**config.mk**
```make
export PLATFORM = sky130hd
export DESIGN_NAME = bgpv_tot_counter_flat
export DESIGN_NICKNAME = d
export VERILOG_FILES = /design/src/rtl/bgpv_tot_counter_if.sv /design/src/rtl/bgpv_tot_counter.sv /design/src/flat_wrapper.sv
export SDC_FILE = /design/constraint.sdc
export NUM_CORES = 1
export LEC_CHECK = 0
export BUFFER_PORTS_ARGS = -buffer_cell sky130_fd_sc_hd__clkbuf_2
export CAP_MARGIN = 20
export CORE_ASPECT_RATIO = 1.1
export CORE_UTILIZATION = 45
export CTS_CLUSTER_DIAMETER = 150
export DETAILED_ROUTE_END_ITERATION = 7
export PLACE_DENSITY = 0.69
export SLEW_MARGIN = 20
export SYNTH_ARGS = -nofsm -noshare
export SYNTH_HDL_FRONTEND = slang
export SYNTH_SLANG_ARGS = --single-unit
```
**constraint.sdc**
```tcl
create_clock -name Clk -period 2.2 [get_ports Clk]
set_input_delay 0.66 -clock Clk [delete_from_list [all_inputs] [get_ports Clk]]
set_output_delay 0.66 -clock Clk [all_outputs]
set_load 0.01 [all_outputs]
```
**src/rtl/bgpv_tot_counter_if.sv**
```systemverilog
// Record channel from the ToT digitizer to the pixel-region buffer.
//
// Handshake: the master holds HitValid/HitTot/HitBcid stable while
// HitValid=1. A record transfers on every rising Clk edge where
// HitValid & HitReady are both 1. HitReady may be asserted with or without
// HitValid, and the master never waits for HitReady before raising HitValid.
interface bgpv_tot_counter_if #(
  parameter int TOT_WIDTH  = 4,
  parameter int BCID_WIDTH = 8
);
  logic                  HitValid;
  logic [TOT_WIDTH-1:0]  HitTot;
  logic [BCID_WIDTH-1:0] HitBcid;
  logic                  HitReady;

  modport master (
    output HitValid,
    output HitTot,
    output HitBcid,
    input  HitReady
  );

  modport slave (
    input  HitValid,
    input  HitTot,
    input  HitBcid,
    output HitReady
  );
endinterface

```
**src/rtl/bgpv_tot_counter.sv**
```systemverilog
// Per-pixel ToT digitizer: synchronizes the gated FE hit, measures its
// length in bunch-crossing cycles, tags it with the leading-edge BCID and
// offers one record at a time to the region buffer. Records that find the
// output register occupied and not draining are dropped and counted.
module bgpv_tot_counter #(
  parameter int TOT_WIDTH   = 4,
  parameter int MAX_TOT     = 14,
  parameter int BCID_WIDTH  = 8,
  parameter int SYNC_STAGES = 2
) (
  input  logic                  Clk,
  input  logic                  Reset,
  input  logic                  HitIn,
  input  logic [BCID_WIDTH-1:0] BcidIn,
  input  logic                  Enable,
  output logic                  Busy,
  output logic [7:0]            OvfCnt,
  input  logic                  ClearOvf,
  bgpv_tot_counter_if.master    rec_if,
  output logic [1:0]            dbg_state_o
);

  typedef enum logic [1:0] {
    ST_IDLE     = 2'd0,
    ST_COUNT    = 2'd1,
    ST_WAIT_LOW = 2'd2
  } state_e;

  localparam logic [TOT_WIDTH-1:0] MAX_TOT_C = TOT_WIDTH'(MAX_TOT);
  localparam logic [TOT_WIDTH-1:0] ONE_C     = TOT_WIDTH'(1);

  logic [SYNC_STAGES-1:0] sync_q;
  logic                   s_dly_q;
  logic                   s;
  logic                   rise;

  state_e                 state_q, state_d;
  logic [TOT_WIDTH-1:0]   cnt_q, cnt_d;
  logic [BCID_WIDTH-1:0]  bcid_q, bcid_d;
  logic                   emit;

  logic                   valid_q;
  logic [TOT_WIDTH-1:0]   tot_q;
  logic [BCID_WIDTH-1:0]  rec_bcid_q;
  logic [7:0]             ovf_q;
  logic                   pop;
  logic                   accept;
  logic                   drop;

  // Synchronizer chain plus one extra flop for edge detection.
  always_ff @(posedge Clk) begin
    if (Reset) begin
      sync_q  <= '0;
      s_dly_q <= 1'b0;
    end else begin
      sync_q  <= {sync_q[SYNC_STAGES-2:0], HitIn};
      s_dly_q <= s;
    end
  end

  assign s    = sync_q[SYNC_STAGES-1];
  assign rise = s & ~s_dly_q;

  // FSM state register.
  always_ff @(posedge Clk) begin
    if (Reset) state_q <= ST_IDLE;
    else       state_q <= state_d;
  end

  // FSM next state; dropping Enable aborts whatever is in progress.
  always_comb begin
    state_d = state_q;
    if (!Enable) begin
      state_d = ST_IDLE;
    end else begin
      case (state_q)
        ST_IDLE:     if (rise) state_d = ST_COUNT;
        ST_COUNT: begin
          if (!s)                     state_d = ST_IDLE;
          else if (cnt_q == MAX_TOT_C) state_d = ST_WAIT_LOW;
        end
        ST_WAIT_LOW: if (!s) state_d = ST_IDLE;
        default:     state_d = ST_IDLE;
      endcase
    end
  end

  // FSM outputs: counter/BCID capture and the emit strobe. The emitted ToT
  // is always cnt_q: on saturation cnt_q already equals MAX_TOT.
  always_comb begin
    cnt_d  = cnt_q;
    bcid_d = bcid_q;
    emit   = 1'b0;
    if (Enable) begin
      case (state_q)
        ST_IDLE: begin
          if (rise) begin
            cnt_d  = ONE_C;
            bcid_d = BcidIn;
          end
        end
        ST_COUNT: begin
          if (s && (cnt_q < MAX_TOT_C)) cnt_d = cnt_q + ONE_C;
          else                          emit  = 1'b1;
        end
        default: ;
      endcase
    end
  end

  // ToT counter and leading-edge BCID holding registers.
  always_ff @(posedge Clk) begin
    if (Reset) begin
      cnt_q  <= '0;
      bcid_q <= '0;
    end else begin
      cnt_q  <= cnt_d;
      bcid_q <= bcid_d;
    end
  end

  assign pop    = valid_q & rec_if.HitReady;
  assign accept = emit & (~valid_q | pop);
  assign drop   = emit & valid_q & ~rec_if.HitReady;

  // Output register: load on accept, clear valid on a pop without reload.
  always_ff @(posedge Clk) begin
    if (Reset) begin
      valid_q    <= 1'b0;
      tot_q      <= '0;
      rec_bcid_q <= '0;
    end else if (accept) begin
      valid_q    <= 1'b1;
      tot_q      <= cnt_q;
      rec_bcid_q <= bcid_q;
    end else if (pop) begin
      valid_q    <= 1'b0;
    end
  end

  // Saturating drop counter; a clear wins over a simultaneous drop.
  always_ff @(posedge Clk) begin
    if (Reset)                         ovf_q <= '0;
    else if (ClearOvf)                 ovf_q <= '0;
    else if (drop && (ovf_q != 8'hFF)) ovf_q <= ovf_q + 8'd1;
  end

  assign rec_if.HitValid = valid_q;
  assign rec_if.HitTot   = tot_q;
  assign rec_if.HitBcid  = rec_bcid_q;
  assign OvfCnt          = ovf_q;
  assign Busy            = (state_q != ST_IDLE);
  assign dbg_state_o     = state_q;

endmodule

```
**src/flat_wrapper.sv**
```systemverilog
// flat-port wrapper written by rule: the top's interface ports become plain ports
module bgpv_tot_counter_flat 
#(
  parameter int TOT_WIDTH   = 4,
  parameter int MAX_TOT     = 14,
  parameter int BCID_WIDTH  = 8,
  parameter int SYNC_STAGES = 2
)
  (Clk, Reset, HitIn, BcidIn, Enable, Busy, OvfCnt, ClearOvf, dbg_state_o, rec_if_HitValid, rec_if_HitTot, rec_if_HitBcid, rec_if_HitReady);
  bgpv_tot_counter_if #(.TOT_WIDTH(TOT_WIDTH), .BCID_WIDTH(BCID_WIDTH)) rec_if_i ();
  input  logic Clk;
  input  logic Reset;
  input  logic HitIn;
  input  logic [BCID_WIDTH-1:0] BcidIn;
  input  logic Enable;
  output logic Busy;
  output logic [7:0] OvfCnt;
  input  logic ClearOvf;
  output logic [1:0] dbg_state_o;
  output wire logic [$bits(rec_if_i.HitValid)-1:0] rec_if_HitValid;
  output wire logic [$bits(rec_if_i.HitTot)-1:0] rec_if_HitTot;
  output wire logic [$bits(rec_if_i.HitBcid)-1:0] rec_if_HitBcid;
  input wire logic [$bits(rec_if_i.HitReady)-1:0] rec_if_HitReady;
  assign rec_if_HitValid = rec_if_i.HitValid;
  assign rec_if_HitTot = rec_if_i.HitTot;
  assign rec_if_HitBcid = rec_if_i.HitBcid;
  assign rec_if_i.HitReady = rec_if_HitReady;
  bgpv_tot_counter #(.TOT_WIDTH(TOT_WIDTH), .MAX_TOT(MAX_TOT), .BCID_WIDTH(BCID_WIDTH), .SYNC_STAGES(SYNC_STAGES)) u_core (.Clk(Clk), .Reset(Reset), .HitIn(HitIn), .BcidIn(BcidIn), .Enable(Enable), .Busy(Busy), .OvfCnt(OvfCnt), .ClearOvf(ClearOvf), .rec_if(rec_if_i), .dbg_state_o(dbg_state_o));
endmodule
```
# Word-level counts from Yosys, hierarchy flattened
# Index checks and enable logic that the tools add are counted.
op_classes:
  add_sub_neg: 2
  multipliers: 0
  div_mod_pow: 0
  n_lt_le_gt_ge: 1
  n_eq_ne: 8
  shifts: 0
  n_mux: 13
  bitwise: 10
  reduce_logical: 11
op_table:
  columns: ["cell", "n"]
  rows:
  - ["$add 8x1->8 const B", 1]
  - ["$mux 2", 4]
  - ["$mux 4", 2]
  - ["$ne 8x8->1 const B", 1]
  - ["$pmux 4 s2", 1]
  - ["$pmux 2 s3", 1]
  - ["$reduce_and 3->1", 2]
  - ["$reduce_bool 2->1", 3]
  - ["$and 1x1->1", 5]
  - ["$mux 1", 5]
  - ["$add 4x1->4 const B", 1]
  - ["$eq 4x4->1 const B", 1]
  - ["$lt 4x4->1 const B", 1]
  - ["$ne 2x1->1 const B", 2]
  - ["$not 1->1", 4]
  - ["$reduce_and 4->1", 1]
  - ["$reduce_or 2->1", 2]
  - ["$ne 3x3->1 const B", 1]
  - ["$eq 2x1->1 const B", 1]
  - ["$eq 2x2->1 const B", 1]
  - ["$logic_and 1x1->1", 2]
  - ["$logic_not 2->1", 1]
  - ["$ne 2x2->1 const B", 1]
  - ["$or 1x1->1", 1]
totals:
  regBits: 38
  latchBits: 0
  ram_bits: 0
  romBits: 0
  in_bits: 14
  out_inout_bits: 24
  word_cells: 54
  memories: 0

# Depth between registers and ports, before layout
# Gate-level depths: netlist of the first run.
depth:
  word_depth: 8
  depth_mapped: 6

# Least setup slack after synthesis of the first run
# No wires, ideal clock.
synth_timing:
  kind: "input to register"
  startpoint: "input Enable"
  endpoint: "register u_core.rec_bcid_q[5] (netlist: u_core.rec_if.HitBcid[5])"
  setup_time_ps: 128
  t_arrival_ps: 1689
  path_slack_ps: 383
  cell_stages: 5
  n_path_buf: 1
  path_cell_list: "nand3b_1 > a221oi_1 > buf_4 > mux2i_1 > nor2_1"
synth_between:
  elab_chain_cells: 2
synth_lines:
  columns: ["element", "line", "source"]
  rows:
  - ["start: declaration", "flat_wrapper.sv:15", "input logic Enable;"]
  - ["$mux 1", "bgpv_tot_counter.sv:94", "if (Enable) begin"]
  - ["$and 1x1->1", "bgpv_tot_counter.sv:123", "assign accept = emit & (~valid_q | pop);"]
  - ["end signal: assignment", "bgpv_tot_counter.sv:135", "rec_bcid_q <= bcid_q;"]
  - ["end: declaration", "bgpv_tot_counter.sv:44", "logic [BCID_WIDTH-1:0] rec_bcid_q;"]
# No other way between the ends.
# A chain may end at the register's enable or synchronous reset.

# Final worst setup path of the first run
layout_timing:
  startpoint: "register u_core.state_q[1] (netlist: u_core.dbg_state_o[1])"
  endpoint: "register u_core.ovf_q[4] (netlist: u_core.OvfCnt[4])"
layout_between:
  elab_chain_cells: 6
layout_lines:
  columns: ["element", "line", "source"]
  rows:
  - ["start: declaration", "bgpv_tot_counter.sv:37", "state_e state_q, state_d;"]
  - ["start signal: assignment", "bgpv_tot_counter.sv:67", "else state_q <= state_d;"]
  - ["$eq 2x1->1", "bgpv_tot_counter.sv:95", "case (state_q)"]
  - ["$mux 1", "bgpv_tot_counter.sv:95", null]
  - ["$mux 1", "bgpv_tot_counter.sv:94", null]
  - ["$and 1x1->1 (2 in a row)", "bgpv_tot_counter.sv:124", "assign drop = emit & valid_q & ~rec_if.HitReady;"]
  - ["$logic_and 1x1->1", "bgpv_tot_counter.sv:145", "else if (drop && (ovf_q != 8'hFF)) ovf_q <= ovf_q + 8'd1;"]
  - ["end signal: assignment", "bgpv_tot_counter.sv:145", null]
  - ["end: declaration", "bgpv_tot_counter.sv:45", "logic [7:0] ovf_q;"]
# No other way between the ends.

==> run_results.csv, run 1 <==
group,metric,value,unit
synth,number_of_distinct_library_cell_variants_in_the_gate_level_netlist_after_synthesis,34,
worst_setup_path,timing_worst_setup_path_type,"reg -> reg",
final_layout,final_area,1870,um2
final_layout,final_nets,221,
synth,synth_top_cells_by_area,"sky130_fd_sc_hd__dfxtp_1 (49%), sky130_fd_sc_hd__mux2i_1 (13%), sky130_fd_sc_hd__nor2_1 (6.0%)",
route,drt-wirelength-per-cell,12.5,um
job,drv_cap,0,
clock_network,cts.repair.resized,0,
placement,place_congestion,0.772,
die,core_area,3330,um2
synth,netlist_area,1560,um2
die,std_cell_rows,22,
die,chipWidth,58.2,um
synth,synth_fa_ha_area_frac,0.0240,
timing,setup_viol_count_final,0,
timing,finalWorstSetupSlack,0.307,ns
clock_network,htree_num_levels,2,
grt,layer_carrying_the_most_global_route_usage,"met2",
worst_setup_path,critPathLaunch,"u_core.dbg_state_o[1]$_SDFFE_PP0P_",
grt,grt_start_max_net_pins,20,
power,power.static_leakage,0.728,nW
clock_network,post_cts_hold_buffer_count,0,
synth,largest_family_of_logic_cells_by_synthesized_area,"simple AND/OR/NAND/NOR gates",
route,drt-vias-per-instance,5.30,
synth,postSynthRegisterBits,38,
power,power.ir.vdd_worst,0.334,mV
timing,unrepaired_setup_endpoints_after_global_routing,"no",
synth,syn_nets,181,
synth,synth-compound-area-share,0.128,
final_layout,synthToLayoutAreaGrowth,19.6,%
timing,max-slew-margin-rel,0.671,
route,drt_iter0_drc,102,
grt,number_of_antenna_violations_at_the_first_check_in_global_routing,0,
route,detail_route.drc_violations,0,
die,die_height,63.8,um
timing,hold_violations_final,0,
run_status,run_status,"finished clean",
worst_setup_path,ff2ff_setup_slack,0.31,ns
placement,detailed_place_hpwl,2280,um
worst_setup_path,end_kind,"flip-flop",
synth,synth.yosys.seq_area_share,0.487,
worst_setup_path,setup.worst_path.start_class,"flip-flop",
timing,timing.final.crit_share,0.861,
timing,final_max_slew_viol_count,0,
timing,max_freq,528,MHz
route,num_vias,1340,
clock_network,cts.clk_slew.worst_paths,0.12,ns
timing,timing_worst_slew_pin_value,0.493,ns
power,cellPowerDensity,605,nW/um2
route,wirelength,3170,um
synth,muxShareOfSynthArea,0.135,
clock_network,ctsLongestPathBuffers,2,
grt,first_global_vias,1290,
synth,cell_taking_the_most_area_after_synthesis,"sky130_fd_sc_hd__dfxtp_1",
clock_network,clockRootBuffer,"sky130_fd_sc_hd__clkbuf_4",
clock_network,clock_insertion_delay_worst_skew,0.35,ns
synth,synth_xor_xnor_area_share,0,
grt,globalRouteOverflowTotal,0,
die,initial_utilization,0.469,
die,design.die.area,3710,um2
worst_setup_path,timing.rr.end,"u_core.OvfCnt[4]$_SDFFE_PP0P_",
clock_network,clock_sink_count,38,
timing,post_route_minimum_period,1.89,ns
final_layout,final_core_utilization,0.560,
worst_setup_path,cp_data_required_time,2.49,ns
synth,synthSimpleGateAreaFrac,0.183,
route,detail_route.first_pass.iterations,4,
final_layout,final_layout_size_suffix_gt1_frac,0.259,
min_path,hold_path_startpoint,"u_core.sync_q[0]$_SDFF_PP0_",
grt,met3_routing_resource_usage_after_global_routing,0.0506,
route,drtAntennaViolNets,0,
final_layout,insertedDiodeCount,0,
synth,synth_cells,164,
synth,netlist.area_leader.share,0.487,
grt,use_met1,0.246,
min_path,hold_path_class,"reg -> reg",
min_path,timing.hold.worst_path_depth,1,
worst_setup_path,crit_arrival,2.19,ns
placement,place_area,1810,um2
grt,grt.total_usage,0.196,
clock_network,post-cts-setup-buffers,0,
synth,synth.yosys.warnings,0,
grt,grt_first_pass_wirelength,5560,um
timing,maximum_clock_skew_at_final_layout,0.0102,ns
timing,timing.setup.tns,0,ns
min_path,min_to,"u_core.sync_q[1]$_SDFF_PP0_",
clock_network,cts_made_buffers,5,
worst_setup_path,worst-r2r-cell-count,4,
placement,port_buffers,37,
worst_setup_path,r2r_start,"u_core.dbg_state_o[1]$_SDFFE_PP0P_",
die,pin_count,38,
clock_network,tritoncts,"done",
synth,postSynthAreaPerCell,9.52,um2
worst_setup_path,critPathMaxFanout,16,
placement,dp_worst_setup_slack,0.0508,ns
grt,global_route.usage.met2,0.309,
-- area by class of cell --
type,count,area [um2]
Clock buffer,7,55.1
Clock inverter,1,5.00
Fill cell,323,1460
Inverter,8,30.0
Multi-Input combinational cell,110,741
Sequential cell,38,761
Tap cell,48,60.1
Timing Repair Buffer,41,215
-- synth_stat cells --
master / count
sky130_fd_sc_hd__mux2i_1: 21
sky130_fd_sc_hd__buf_2: 2
sky130_fd_sc_hd__nand3_1: 3
sky130_fd_sc_hd__a41oi_1: 2
sky130_fd_sc_hd__a21o_1: 1
sky130_fd_sc_hd__nand3_2: 1
sky130_fd_sc_hd__nand3b_1: 1
sky130_fd_sc_hd__nand2b_1: 1
sky130_fd_sc_hd__o21ai_0: 3
sky130_fd_sc_hd__or2_2: 3
sky130_fd_sc_hd__nor2_1: 25
sky130_fd_sc_hd__or4_1: 3
sky130_fd_sc_hd__nand4_1: 1
sky130_fd_sc_hd__nor2b_1: 3
sky130_fd_sc_hd__o2bb2ai_1: 1
sky130_fd_sc_hd__a211o_1: 1
sky130_fd_sc_hd__buf_4: 1
sky130_fd_sc_hd__ha_1: 3
sky130_fd_sc_hd__inv_1: 8
sky130_fd_sc_hd__a221oi_1: 1
sky130_fd_sc_hd__nand2_1: 7
sky130_fd_sc_hd__buf_1: 2
sky130_fd_sc_hd__o31ai_1: 3
sky130_fd_sc_hd__o211ai_1: 1
sky130_fd_sc_hd__o41ai_1: 4
sky130_fd_sc_hd__or3_1: 4
sky130_fd_sc_hd__dfxtp_1: 38
sky130_fd_sc_hd__a2111o_1: 1
sky130_fd_sc_hd__clkbuf_1: 3
sky130_fd_sc_hd__and3_1: 1
sky130_fd_sc_hd__nor3_1: 4
sky130_fd_sc_hd__and4b_1: 1
sky130_fd_sc_hd__a21oi_1: 8
sky130_fd_sc_hd__o311ai_0: 2
-- placed cells by master (no fill, tap or decap), types with 2 or more instances in the layout --
master | netlist | final
sky130_fd_sc_hd__mux2i_1 | 21 | 21
sky130_fd_sc_hd__clkbuf_4 | 0 | 5
sky130_fd_sc_hd__o21ai_0 | 3 | 3
sky130_fd_sc_hd__nand3_1 | 3 | 3
sky130_fd_sc_hd__buf_4 | 1 | 4
sky130_fd_sc_hd__dfxtp_1 | 38 | 38
sky130_fd_sc_hd__ha_1 | 3 | 3
sky130_fd_sc_hd__a21oi_1 | 8 | 8
sky130_fd_sc_hd__o311ai_0 | 2 | 2
sky130_fd_sc_hd__clkbuf_2 | 0 | 37
sky130_fd_sc_hd__o31ai_1 | 3 | 3
sky130_fd_sc_hd__nor3_1 | 4 | 4
sky130_fd_sc_hd__or4_1 | 3 | 3
sky130_fd_sc_hd__a41oi_1 | 2 | 2
sky130_fd_sc_hd__or2_2 | 3 | 3
sky130_fd_sc_hd__nor2_1 | 25 | 25
sky130_fd_sc_hd__o41ai_1 | 4 | 4
sky130_fd_sc_hd__inv_1 | 8 | 8
sky130_fd_sc_hd__or3_1 | 4 | 4
sky130_fd_sc_hd__nor2b_1 | 3 | 3
sky130_fd_sc_hd__nand2_1 | 7 | 7
-- where the power goes --
group	internal, mW	switching, mW	total, mW
Clock	0.155	0.228	0.383
Sequential	0.694	0.00470	0.699
Combinational	0.0213	0.0270	0.0483
Total	0.870	0.259	1.13
-- flip-flops by register name, summed over array words and instances (netlist names) --
signal	cells
u_core.OvfCnt	8
u_core.bcid_q	8
u_core.cnt_q	4
u_core.dbg_state_o	2
u_core.rec_if.HitBcid	8
u_core.rec_if.HitTot	4
u_core.rec_if.HitValid	1
u_core.s_dly_q	1
u_core.sync_q	2
-- worst max-delay path by stage --
stage	cells after the start	endpoint
global route	4	u_core.OvfCnt[4]$_SDFFE_PP0P_
CTS	4	u_core.OvfCnt[4]$_SDFFE_PP0P_
detailed placement	5	u_core.OvfCnt[4]$_SDFFE_PP0P_
global placement	5	u_core.OvfCnt[5]$_SDFFE_PP0P_
finish	4	u_core.OvfCnt[4]$_SDFFE_PP0P_
floorplan	5	u_core.rec_if.HitBcid[5]$_SDFFE_PP0P_
-- worst max-delay path, cell delays in order (launching register included) --
cell,delay [ns]
sky130_fd_sc_hd__dfxtp_1,0.40
sky130_fd_sc_hd__nand3b_1,0.25
sky130_fd_sc_hd__a211o_1,0.49
sky130_fd_sc_hd__or4_1,0.55
sky130_fd_sc_hd__a21oi_1,0.15
-- kinds of logic (layout without fill, tap and decap cells) --
group	count (synthesis)	count (layout)
adder cells (fa/ha/maj)	3	3
buffers and inverters	16	57
AO/OA/AOI/OAI	28	28
AND/OR/NAND/NOR	58	58
flip-flops	38	38
multiplexers	21	21
-- stage by stage --
stage / std cells / hold WS [ns] / total power, mW
3_5_place_dp: 245 / 0.429 / 0.763
6_report: 253 / 0.455 / 1.13
5_1_grt: 253 / 0.490 / 1.18
3_3_place_gp: 245 / 0.419 / 0.760
2_1_floorplan: 164 / 0.414 / 0.741
4_1_cts: 253 / 0.460 / 1.14
-- per-layer routing --
metal,vias to the layer above,share of wire
met5,-,0
met4,0,0.020
met3,9,0.060
met2,44,0.47
met1,619,0.45
li1,668,-
(Power assumes the default switching activity.)
==> inputs of run 2 (changes only) <==
Settings changed: GPL_TIMING_DRIVEN from default to 0.
==> run 2 against run 1 <==
Final cell count grew 1.6%. Power shrank 1.0%. Maximum frequency up 2.6%. Clock skew is 0.0032 ns lower. Core utilization unchanged. Cell area stayed put. Clock power fell by 3%. Count of clock-buffer cells in the layout unchanged. Worst setup slack better by 0.048 ns. Wire length rose by 3.8%. Critical endpoint is now u_core.rec_if.HitTot[2]$_SDFFE_PP0P_. Highest routed layer unchanged.
==> run_results.csv, run 2 (synthesis gave the netlist of run 1 again) <==
group,metric,value,unit
run_status,run_status,"finished clean",
worst_setup_path,timing_worst_setup_path_type,"reg -> reg",
die,initial_utilization,0.469,
timing,hold_violations_final,0,
route,detail_route.first_pass.iterations,4,
final_layout,final_cell_mix,"sky130_fd_sc_hd__dfxtp_1 (38), sky130_fd_sc_hd__clkbuf_2 (37), sky130_fd_sc_hd__nor2_1 (25)",
die,std_cell_rows,22,
timing,post_route_minimum_period,1.84,ns
timing,final_hold_slack,0.447,ns
timing,setup_viol_count_final,0,
clock_network,clockRootBuffer,"sky130_fd_sc_hd__clkbuf_4",
timing,finalWorstSetupSlack,0.355,ns
worst_setup_path,crit_arrival,2.06,ns
route,drt_iter0_drc,42,
grt,number_of_antenna_violations_at_the_first_check_in_global_routing,0,
timing,timing.final.crit_share,0.839,
grt,grt_first_pass_wirelength,5610,um
route,drtAntennaViolNets,0,
grt,globalRouteOverflowTotal,0,
worst_setup_path,sequence_of_cells_on_the_critical_path,"nand3_2, a221oi_1, buf_4, mux2i_1, nor2_1",
power,power.clock.fraction,0.332,
power,power_switching_share,0.222,
placement,port_buffers,37,
worst_setup_path,cp_slowest_cell,"sky130_fd_sc_hd__a221oi_1",
final_layout,leading_cell_type_in_the_layout_fill_and_taps_excluded,"sky130_fd_sc_hd__dfxtp_1",
clock_network,post_cts_hold_buffer_count,0,
placement,dp_worst_setup_slack,0.0676,ns
clock_network,tritoncts,"done",
clock_network,cts.repair.resized,0,
worst_setup_path,setup.worst_path.start_class,"flip-flop",
grt,grt_start_max_net_pins,12,
power,p_int,870,uW
clock_network,post-cts-setup-buffers,0,
timing,timing_worst_slew_pin_value,0.560,ns
grt,layer_carrying_the_most_global_route_usage,"met2",
die,design.die.area,3710,um2
min_path,hold_path_class,"reg -> reg",
grt,met3_routing_resource_usage_after_global_routing,0.0587,
timing,final_max_slew_viol_count,0,
clock_network,clock_sink_count,38,
clock_network,cts_made_buffers,5,
power,power,1.12,mW
clock_network,cts.clk_slew.worst_paths,0.11,ns
grt,use_met1,0.241,
final_layout,insertedDiodeCount,0,
die,core_area,3330,um2
worst_setup_path,crit_path_max_incr_delay,0.52,ns
power,power.ir.vdd_worst,0.447,mV
timing,unrepaired_setup_endpoints_after_global_routing,"no",
clock_network,htree_num_levels,2,
die,die_height,63.8,um
die,chipWidth,58.2,um
timing,max_freq,542,MHz
timing,timing.setup.tns,0,ns
route,num_vias,1346,
job,drv_cap,0,
power,p_comb_frac,0.043,
placement,placed_cells,249,
power,cellPowerDensity,599,nW/um2
power,netSwitchingPower,248,uW
worst_setup_path,critPathMaxFanout,10,
final_layout,final_layout_size_suffix_gt1_frac,0.244,
route,detail_route.drc_violations,0,
route,wirelength,3300,um
final_layout,synthToLayoutAreaGrowth,19.6,%
grt,first_global_vias,1275,
power,power.share.sequential,0.625,
grt,grt.total_usage,0.199,
timing,max-slew-margin-rel,0.626,
timing,maximum_clock_skew_at_final_layout,0.00700,ns
clock_network,ctsLongestPathBuffers,2,
worst_setup_path,cp_data_required_time,2.41,ns
final_layout,finish.cell_count_without_fillers,257,
placement,detailed_place_hpwl,2420,um
final_layout,final_area,1870,um2
clock_network,clock_insertion_delay_worst_skew,0.34,ns
die,pin_count,38,
placement,place_area,1810,um2
placement,place_congestion,0.829,
worst_setup_path,end_kind,"flip-flop",
route,drt-vias-per-instance,5.24,
route,drt-wirelength-per-cell,12.8,um
final_layout,final_nets,225,
final_layout,final_core_utilization,0.560,
power,power.static_leakage,0.722,nW
grt,global_route.usage.met2,0.319,
==> run 2: cell count changes in the layout (fill, tap and decap cells not counted) <==
cell                       change
sky130_fd_sc_hd__buf_1         +2
sky130_fd_sc_hd__clkbuf_1      +3
sky130_fd_sc_hd__buf_4         -3
sky130_fd_sc_hd__a221oi_2      -1
sky130_fd_sc_hd__a221oi_1      +1
sky130_fd_sc_hd__buf_2         +2
==> run 2: path summary, 6_finish.rpt <==
kind         depth (start not counted)  slack (ns)                          from                                   end
max                                  5        0.36  u_core.cnt_q[2]$_SDFFE_PP0P_  u_core.rec_if.HitTot[2]$_SDFFE_PP0P_
min                                  1        0.45   u_core.sync_q[0]$_SDFF_PP0_           u_core.sync_q[1]$_SDFF_PP0_
max reg2reg                          5        0.36  u_core.cnt_q[2]$_SDFFE_PP0P_  u_core.rec_if.HitTot[2]$_SDFFE_PP0P_
min reg2reg                          1        0.45   u_core.sync_q[0]$_SDFF_PP0_           u_core.sync_q[1]$_SDFF_PP0_
==> run 2: worst max-delay path, delay by kind of cell (launching register included) <==
kind | cells | cell delay (ns)
compound gates | 1 | 0.52
mux | 1 | 0.21
buf+inv | 1 | 0.33
simple gates | 2 | 0.20
flops | 1 | 0.46
==> run 2: power by group through the flow <==
stage          clock network [mW]  logic [mW]  registers, mW
2_1_floorplan                   0      0.0276          0.713
3_3_place_gp                    0      0.0472          0.714
3_5_place_dp                    0      0.0486          0.714
4_1_cts                     0.389      0.0489          0.699
5_1_grt                     0.414      0.0544          0.700
6_report                    0.371      0.0485          0.699
==> run 2: cell type report <==
class / instances / area, um2
Fill cell: 315 / 1460
Sequential cell: 38 / 761
Multi-Input combinational cell: 110 / 734
Timing Repair Buffer: 37 / 185
Tap cell: 48 / 60.1
Clock buffer: 7 / 55.1
Buffer: 8 / 36.3
Inverter: 8 / 30.0
Clock inverter: 1 / 5.00
==> run 2: per-layer routing <==
layer,vias to the layer above,share of wire
met4,0,0.015
met1,621,0.44
met3,5,0.061
met2,39,0.48
met5,-,0
li1,681,-
